$ cat config.mk
export PLATFORM = sky130hd
export DESIGN_NAME = jtbubl_shram_arb
export DESIGN_NICKNAME = d
export VERILOG_FILES = /design/src/rtl/jtbubl_pkg.sv /design/src/rtl/jtbubl_shram_port.sv /design/src/rtl/jtbubl_shram_arb.sv
export SDC_FILE = /design/constraint.sdc
export NUM_CORES = 1
export LEC_CHECK = 0
export ABC_AREA = 1
export CAP_MARGIN = 25
export CELL_PAD_IN_SITES_DETAIL_PLACEMENT = 1
export CELL_PAD_IN_SITES_GLOBAL_PLACEMENT = 1
export CORE_MARGIN = 2
export CORE_UTILIZATION = 30
export DETAILED_ROUTE_END_ITERATION = 7
export PLACE_DENSITY = 0.94
export SYNTH_ARGS = -nofsm -noshare
export SYNTH_HDL_FRONTEND = slang
export SYNTH_HIERARCHICAL = 1
export SYNTH_SLANG_ARGS = --single-unit
$ cat constraint.sdc
create_clock -name clk24 -period 3.5 [get_ports clk24]
set_input_delay 0.35 -clock clk24 [delete_from_list [all_inputs] [get_ports clk24]]
set_output_delay 0.35 -clock clk24 [all_outputs]
set_load 0.01 [all_outputs]
$ cat src/rtl/jtbubl_pkg.sv
// Shared definitions for the shared work-RAM arbiter: sequencer states and
// requester indices.
package jtbubl_pkg;

  typedef enum logic [1:0] {
    IDLE,
    ISSUE,
    CAPTURE
  } shram_st_t;

  localparam logic MAIN = 1'b0;
  localparam logic SUB  = 1'b1;

endpackage

$ cat src/rtl/jtbubl_shram_port.sv
// Per-requester state for the shared RAM arbiter: served flag, read data
// latch, wait line and pending request.
module jtbubl_shram_port #(
  parameter int DW = 8
) (
  input  logic          clk24,
  input  logic          rst_n,
  input  logic          cs,
  input  logic          en,
  input  logic          done,
  input  logic          rd,
  input  logic [DW-1:0] ram_q,
  output logic [DW-1:0] dout,
  output logic          wait_n,
  output logic          pending
);

  logic served;

  assign pending = cs & en & ~served;
  assign wait_n  = ~pending;

  // A dropped cs always clears served, so an aborted access never counts.
  always_ff @(posedge clk24 or negedge rst_n) begin
    if (!rst_n) begin
      served <= 1'b0;
      dout   <= '0;
    end else begin
      if (!cs)
        served <= 1'b0;
      else if (done)
        served <= 1'b1;
      if (done && rd)
        dout <= ram_q;
    end
  end

endmodule

$ cat src/rtl/jtbubl_shram_arb.sv
// Main/sub Z80 arbiter for the single-port shared work RAM.
// Define JTBUBL_SHRAM_RR_EN for round-robin ties; default is main priority.
module jtbubl_shram_arb
  import jtbubl_pkg::*;
#(
  parameter int AW = 13,
  parameter int DW = 8
) (
  input  logic          clk24,
  input  logic          rst_n,
  input  logic          main_cs,
  input  logic          main_we,
  input  logic [AW-1:0] main_addr,
  input  logic [DW-1:0] main_din,
  output logic [DW-1:0] main_dout,
  output logic          main_wait_n,
  input  logic          sub_cs,
  input  logic          sub_we,
  input  logic [AW-1:0] sub_addr,
  input  logic [DW-1:0] sub_din,
  output logic [DW-1:0] sub_dout,
  output logic          sub_wait_n,
  input  logic          sub_en,
  output logic [AW-1:0] ram_addr,
  output logic [DW-1:0] ram_din,
  output logic          ram_we,
  input  logic [DW-1:0] ram_q
);

  shram_st_t st;
  logic      gnt, last_grant, rd, pick;
  logic      main_pend, sub_pend, main_done, sub_done;

  assign main_done = (st == CAPTURE) && (gnt == MAIN);
  assign sub_done  = (st == CAPTURE) && (gnt == SUB);

  always_comb begin
    pick = MAIN;
    if (main_pend && sub_pend) begin
`ifdef JTBUBL_SHRAM_RR_EN
      pick = (last_grant == SUB) ? MAIN : SUB;
`else
      pick = MAIN;
`endif
    end else if (!main_pend) begin
      pick = SUB;
    end
  end

  // The granted request is loaded straight into the RAM port registers, so
  // they are already valid during ISSUE; ram_we self-clears after one cycle.
  always_ff @(posedge clk24 or negedge rst_n) begin
    if (!rst_n) begin
      st         <= IDLE;
      gnt        <= MAIN;
      last_grant <= SUB;
      rd         <= 1'b1;
      ram_we     <= 1'b0;
      ram_addr   <= '0;
      ram_din    <= '0;
    end else begin
      ram_we <= 1'b0;
      case (st)
        IDLE: begin
          if (main_pend || sub_pend) begin
            gnt <= pick;
            st  <= ISSUE;
            if (pick == MAIN) begin
              ram_addr <= main_addr;
              ram_din  <= main_din;
              ram_we   <= main_we;
              rd       <= ~main_we;
            end else begin
              ram_addr <= sub_addr;
              ram_din  <= sub_din;
              ram_we   <= sub_we;
              rd       <= ~sub_we;
            end
          end
        end
        ISSUE:   st <= CAPTURE;
        CAPTURE: begin
          last_grant <= gnt;
          st         <= IDLE;
        end
        default: st <= IDLE;
      endcase
    end
  end

  jtbubl_shram_port #(.DW(DW)) u_main (
    .clk24   (clk24),
    .rst_n   (rst_n),
    .cs      (main_cs),
    .en      (1'b1),
    .done    (main_done),
    .rd      (rd),
    .ram_q   (ram_q),
    .dout    (main_dout),
    .wait_n  (main_wait_n),
    .pending (main_pend)
  );

  jtbubl_shram_port #(.DW(DW)) u_sub (
    .clk24   (clk24),
    .rst_n   (rst_n),
    .cs      (sub_cs),
    .en      (sub_en),
    .done    (sub_done),
    .rd      (rd),
    .ram_q   (ram_q),
    .dout    (sub_dout),
    .wait_n  (sub_wait_n),
    .pending (sub_pend)
  );

endmodule
==> results of run 1 <==
## metal layers
layer  share of wire [%]  global-route usage (%)
met1                  43                   20.05
met2                  51                   28.52
met3                 5.4                   4.645
met4                0.95                   4.261
met5                   0                       0
## synthesized netlist by cell type
| cell type | n |
|---|---|
| and3_1 | 1 |
| buf_2 | 5 |
| buf_4 | 3 |
| buf_6 | 4 |
| conb_1 | 1 |
| dfrtp_1 | 43 |
| dfstp_2 | 1 |
| inv_1 | 9 |
| inv_2 | 1 |
| nand2_1 | 171 |
| nand2_8 | 2 |
| nand3_1 | 17 |
| nor2_1 | 10 |
| nor2_4 | 1 |
| nor3_1 | 1 |
## area by class of cell
class	count	area (um2)	share of cell area, %
clock inverters	1	5.005	0.1588
clock buffers	6	72.57	2.303
repair buffers	100	1001	31.76
flip-flops and latches	44	1102	34.97
multi-input cells	204	833.3	26.44
inverters	10	37.54	1.191
well taps	80	100.1	3.176
## path summary, 6_finish.rpt
path | depth (start not counted) | start | to
min | 2 | rst_n | u_sub/served$_DFFE_PN0P_
min reg2reg | 2 | u_sub/dout[2]$_DFFE_PN0P_ | u_sub/dout[2]$_DFFE_PN0P_
max reg2reg | 6 | u_main/served$_DFFE_PN0P_ | ram_addr[1]$_DFFE_PN0P_
max | 6 | main_cs | main_wait_n
min in group clk24 | 2 | u_sub/dout[2]$_DFFE_PN0P_ | u_sub/dout[2]$_DFFE_PN0P_
max in group asynchronous | 3 | rst_n | rd$_DFFE_PN1P_
## repair_timing
item | CTS | global route
hold buffers | 0 | 1
setup buffers | 0 | 0
hold endpoints to repair | 0 | 1
## power groups by stage
| stage | clock network [mW] | registers, mW | logic (mW) |
|---|---|---|---|
| detailed placement | 0 | 0.927 | 0.993 |
| global placement | 0 | 0.915 | 0.956 |
| CTS | 0.305 | 0.924 | 0.995 |
| finish | 0.292 | 0.919 | 0.983 |
| global route | 0.327 | 0.950 | 1.08 |
| floorplan | 0 | 0.971 | 0.363 |
## state kept, by name (all words and copies together) (netlist names)
signal and count:
ram_we 1, u_main/dout 8, ram_addr 13, rd 1, ram_din 8, gnt 1, u_main/served 1, u_sub/served 1
st 2, u_sub/dout 8
## cells by family (layout without fill, tap and decap cells)
| kind of cell | after synthesis | in the layout |
|---|---|---|
| buffers and inverters | 22 | 117 |
| DFF | 44 | 44 |
| other | 1 | 1 |
| and+or+nand+nor | 203 | 203 |
## metrics by stage
step | worst slack [ps] | total power [mW] | cell area (um2) | cells
6_report | 1313 | 2.194 | 3152 | 445
5_1_grt | 1234 | 2.357 | 3152 | 445
3_3_place_gp | 1303 | 1.871 | 3044 | 436
3_5_place_dp | 1202 | 1.920 | 3044 | 436
4_1_cts | 1289 | 2.224 | 3122 | 443
2_1_floorplan | 2199 | 1.335 | 2063 | 270
==> results.yml, run 1 <==
status:
  status: "complete, no violations"
synthesis:
  synthAdderAreaFrac_pct: 0
  synth_area_leaders: "dfrtp_1, nand2_1, nand3_1"
  seq_area_frac_synth_pct: 53.43
  synth_mux_area_share_pct: 0
  synth_xor_xnor_area_share_pct: 0
  yosysWarnings: 6
  synthCells: 270
  syn_area_per_cell_um2: 7.642
  netlist.area_leader.share_pct: 52.15
  synth-seq-cells: 44
  netlist_area_um2: 2063
  synth_top_family_by_area: "simple AND/OR/NAND/NOR gates"
  synth_top_area_cell: "dfrtp_1"
  synth_compound_area_share_pct: 0
  ys_types: 15
  synth_simple_gate_area_share_pct: 40.08
  syn-num-nets: 327
cells_and_area:
  n_fill_cell: 826
  final_cell_mix: "nand2_1, clkdlybuf4s50_1, dfrtp_1"
  antenna_cells: 0
  layout_commonest_cell: "nand2_1"
  final_core_util_pct: 46.91
  nets: 422
  syn_to_final_growth_pct: 52.76
  final_layout_size_suffix_gt1_share_pct: 4.384
critical_path:
  critPathArrivalTime_ps: 1840
  cp_common_cell: "clkdlybuf4s50_1"
  crit_fanout: 24
  critPathRequiredTime_ps: 3150
  crit_buf_inv: 4
  r2r_slack_ps: 1710
  end_kind: "primary output"
  slowest_delay_ps: 480
  crit_slowest_cell: "clkdlybuf4s50_1"
  worstSetupStartpointType: "primary input"
  crit_family: "buffers and inverters"
  path_class: "primary input to primary output"
  cp_cell_sequence: "clkdlybuf4s50_1 -> nand2_1 -> nor2_2 -> buf_4 -> inv_1 -> clkdlybuf4s50_1"
power:
  combPwrFrac_pct: 44.8
  p_sw_share_pct: 35.48
  seq_power_share_pct: 41.9
  max-vdd-ir-drop_v: 0.0002361
  p_int_mw: 1.415
  clkPwrFrac_pct: 13.3
  power.switching_mw: 0.7784
  leakagePower_nw: 1.584
  powerDensity_nw_per_um2: 696.1
clocking:
  root_buffer: "clkbuf_8"
  clockBufferDepth: 2
  cts_sinks: 44
  h-tree-depth: 2
  clk_latency_ps: 290
  clk_pin_slew_ps: 80
  cts_tree: "built"
  cts_made_buffers: 5
  cts_resized: 0
floorplanning:
  die_area_um2: 7557
  die-width_um: 86.93
  die-height_um: 86.93
  boundaryPins: 97
  design.core.area_um2: 6719
  rows: 30
  start_util_pct: 30.71
routing:
  wirelength_um: 5993
  routedWlPerCell_um: 13.47
  ant_nets: 0
  viasPerCell: 4.575
  vias: 2036
  drc: 0
  drtPass1Iterations: 4
  drt_iter0_drc: 48
global_routing:
  globalRouteTotalUtil_pct: 16.44
  antenna_found_initial: 0
  grt_pass1_vias: 2062
  grt_overflow: 0
  grt_pass1_wl_um: 9604
  grt_max_degree: 45
flow_run:
  maxCapViolCount: 0
timing:
  whs_ps: 398.7
  final-setup-viol-count: 0
  fin_crit_sh_pct: 62.48
  max_clock_freq_ghz: 0.4573
  timing.setup.tns_ps: 0
  fin_crit_ps: 2187
  finClkSkew_ps: 5.168
  hold_violations: 0
  worst_slew_pin_slew_ps: 797.2
  max_slew_margin_pct: 46.72
  rsz0062_at_grt: "false"
  slew_violations: 0
hold_path:
  min_path_type: "primary input to async pin"
placement:
  dpl.hpwl_um: 4518
  port-buffer-count: 96
  place_congestion: 0.7892
Power figures use the tool's default switching activity.
==> run 2, diff against run 1 <==
- CORE_UTILIZATION: 30 -> 25
- PLACE_DENSITY: 0.94 -> 0.85
- clock period: 3.5 -> 2 ns (I/O delays scaled with it)
==> run 2 against run 1 <==
Effect of this change: combinational power increased by 78%; sequential power increased by 75%; cell area increased by 2.6%; highest routed layer unchanged.
==> results.yml, run 2 (same netlist as run 1, synthesis figures left out) <==
cells_and_area:
  regMostFlops: "ram_addr"
  final_cell_mix: "nand2_1, clkdlybuf4s50_1, dfrtp_1"
  final_layout_size_suffix_gt1_share_pct: 5.691
  syn_to_final_growth_pct: 56.70
  largest_reg_flops: 13
  stdcell_count: 474
  layout_commonest_cell: "nand2_1"
  antenna_cells: 0
  nets: 425
floorplanning:
  die-width_um: 94.85
  die-height_um: 94.85
  design.core.area_um2: 8093
  start_util_pct: 25.49
  boundaryPins: 97
  rows: 33
  die_area_um2: 8996
timing:
  max_clock_freq_ghz: 0.5898
  slew_violations: 0
  worst_slew_pin_slew_ps: 526.3
  timing.setup.tns_ps: 0
  max_slew_margin_pct: 64.91
  rsz0062_at_grt: "false"
  fin_crit_sh_pct: 84.78
  fin_crit_ps: 1696
  final-setup-viol-count: 0
  finClkSkew_ps: 9.131
  hold_violations: 0
routing:
  drt_iter0_drc: 49
  drc: 0
  wirelength_um: 6120
  viasPerCell: 4.338
  routedWlPerCell_um: 12.91
  ant_nets: 0
  drtPass1Iterations: 4
  vias: 2056
clocking:
  cts_made_buffers: 5
  clk_latency_ps: 290
  postCtsHoldBufs: 1
  cts_sinks: 44
  cts_tree: "built"
  clockBufferDepth: 2
  root_buffer: "clkbuf_8"
  h-tree-depth: 2
  clk_pin_slew_ps: 90
  cts_setup_buffers: 0
  cts_resized: 0
power:
  leakagePower_nw: 1.612
  powerDensity_nw_per_um2: 1215
  max-vdd-ir-drop_v: 0.0003330
placement:
  port-buffer-count: 96
  dpl.hpwl_um: 4755
  place_congestion: 0.7113
  post-place-cells: 465
global_routing:
  grt_overflow: 0
  grt_pass1_wl_um: 10160
  antenna_found_initial: 0
  globalRouteTotalUtil_pct: 14.66
  grt_pass1_vias: 2090
  grt_max_degree: 26
critical_path:
  crit_family: "buffers and inverters"
  slowest_delay_ps: 490
  critPathRequiredTime_ps: 1800
  cp_cell_sequence: "clkdlybuf4s50_1 -> nand2_1 -> nor2_2 -> inv_1 -> clkdlybuf4s50_1"
  end_kind: "primary output"
  worstSetupStartpointType: "primary input"
  crit_fanout: 4
  critPathArrivalTime_ps: 1500
  cp_common_cell: "clkdlybuf4s50_1"
  crit_slowest_cell: "clkdlybuf4s50_1"
  crit_buf_inv: 3
  path_class: "primary input to primary output"
flow_run:
  maxCapViolCount: 0
hold_path:
  min_path_type: "primary input to async pin"
status:
  status: "complete, no violations"
==> run 2: cell count changes in the layout (fill, tap and decap cells not counted), sizes merged <==
cell    before  now
clkinv       1    2
buf          4    7
==> run 2: power breakdown <==
part / switching [mW] / internal (mW)
Sequential: 0.305 / 1.30
Clock: 0.295 / 0.276
Combinational: 0.788 / 0.963
==> run 2: metrics by stage <==
step / util [%] / total power, mW / setup WS, ps / cell area [um2] / hold WS, ps
3_3_place_gp: 38.68 / 3.333 / 287.6 / 3131 / 194.5
5_1_grt: 39.95 / 4.254 / 218.7 / 3233 / 416.7
4_1_cts: 39.95 / 3.999 / 282.8 / 3233 / 407.0
2_1_floorplan: - / 2.335 / 706.0 / 2063 / -95.59
6_report: 39.95 / 3.928 / 304.5 / 3233 / 392.5
3_5_place_dp: 38.68 / 3.399 / 282.4 / 3131 / 203.1
==> run 2: layout make-up <==
class	count	area [um2]
inverters	10	37.54
clock inverters	2	10.01
multi-input cells	204	833.3
flip-flops and latches	44	1102
fillers	995	4860
well taps	105	131.4
clock buffers	6	82.58
repair buffers	103	1036
==> run 2: final timing paths <==
kind                                           startpoint                   endpoint  slack [ps]  cells after the start
worst min register to register  u_sub/dout[5]$_DFFE_PN0P_  u_sub/dout[5]$_DFFE_PN0P_         480                      2
min in group clk24                                main_cs  u_main/served$_DFFE_PN0P_         450                      3
max in group asynchronous                           rst_n  u_sub/dout[6]$_DFFE_PN0P_        1100                      3
worst min-delay path                                rst_n     ram_din[0]$_DFFE_PN0P_         390                      2
worst max register to register          st[0]$_DFFE_PN0P_  u_sub/dout[6]$_DFFE_PN0P_         640                      5
worst max-delay path                              main_cs                main_wait_n         300                      5
==> run 2: per-layer routing <==
layer  routed length [um]  global-route usage, %  share of wire, %
met1                 2565                  17.25                42
met5                    0                      0                 0
met3                  568                  5.906               9.3
met4                  121                  3.865               2.0
met2                 2865                  24.82                47
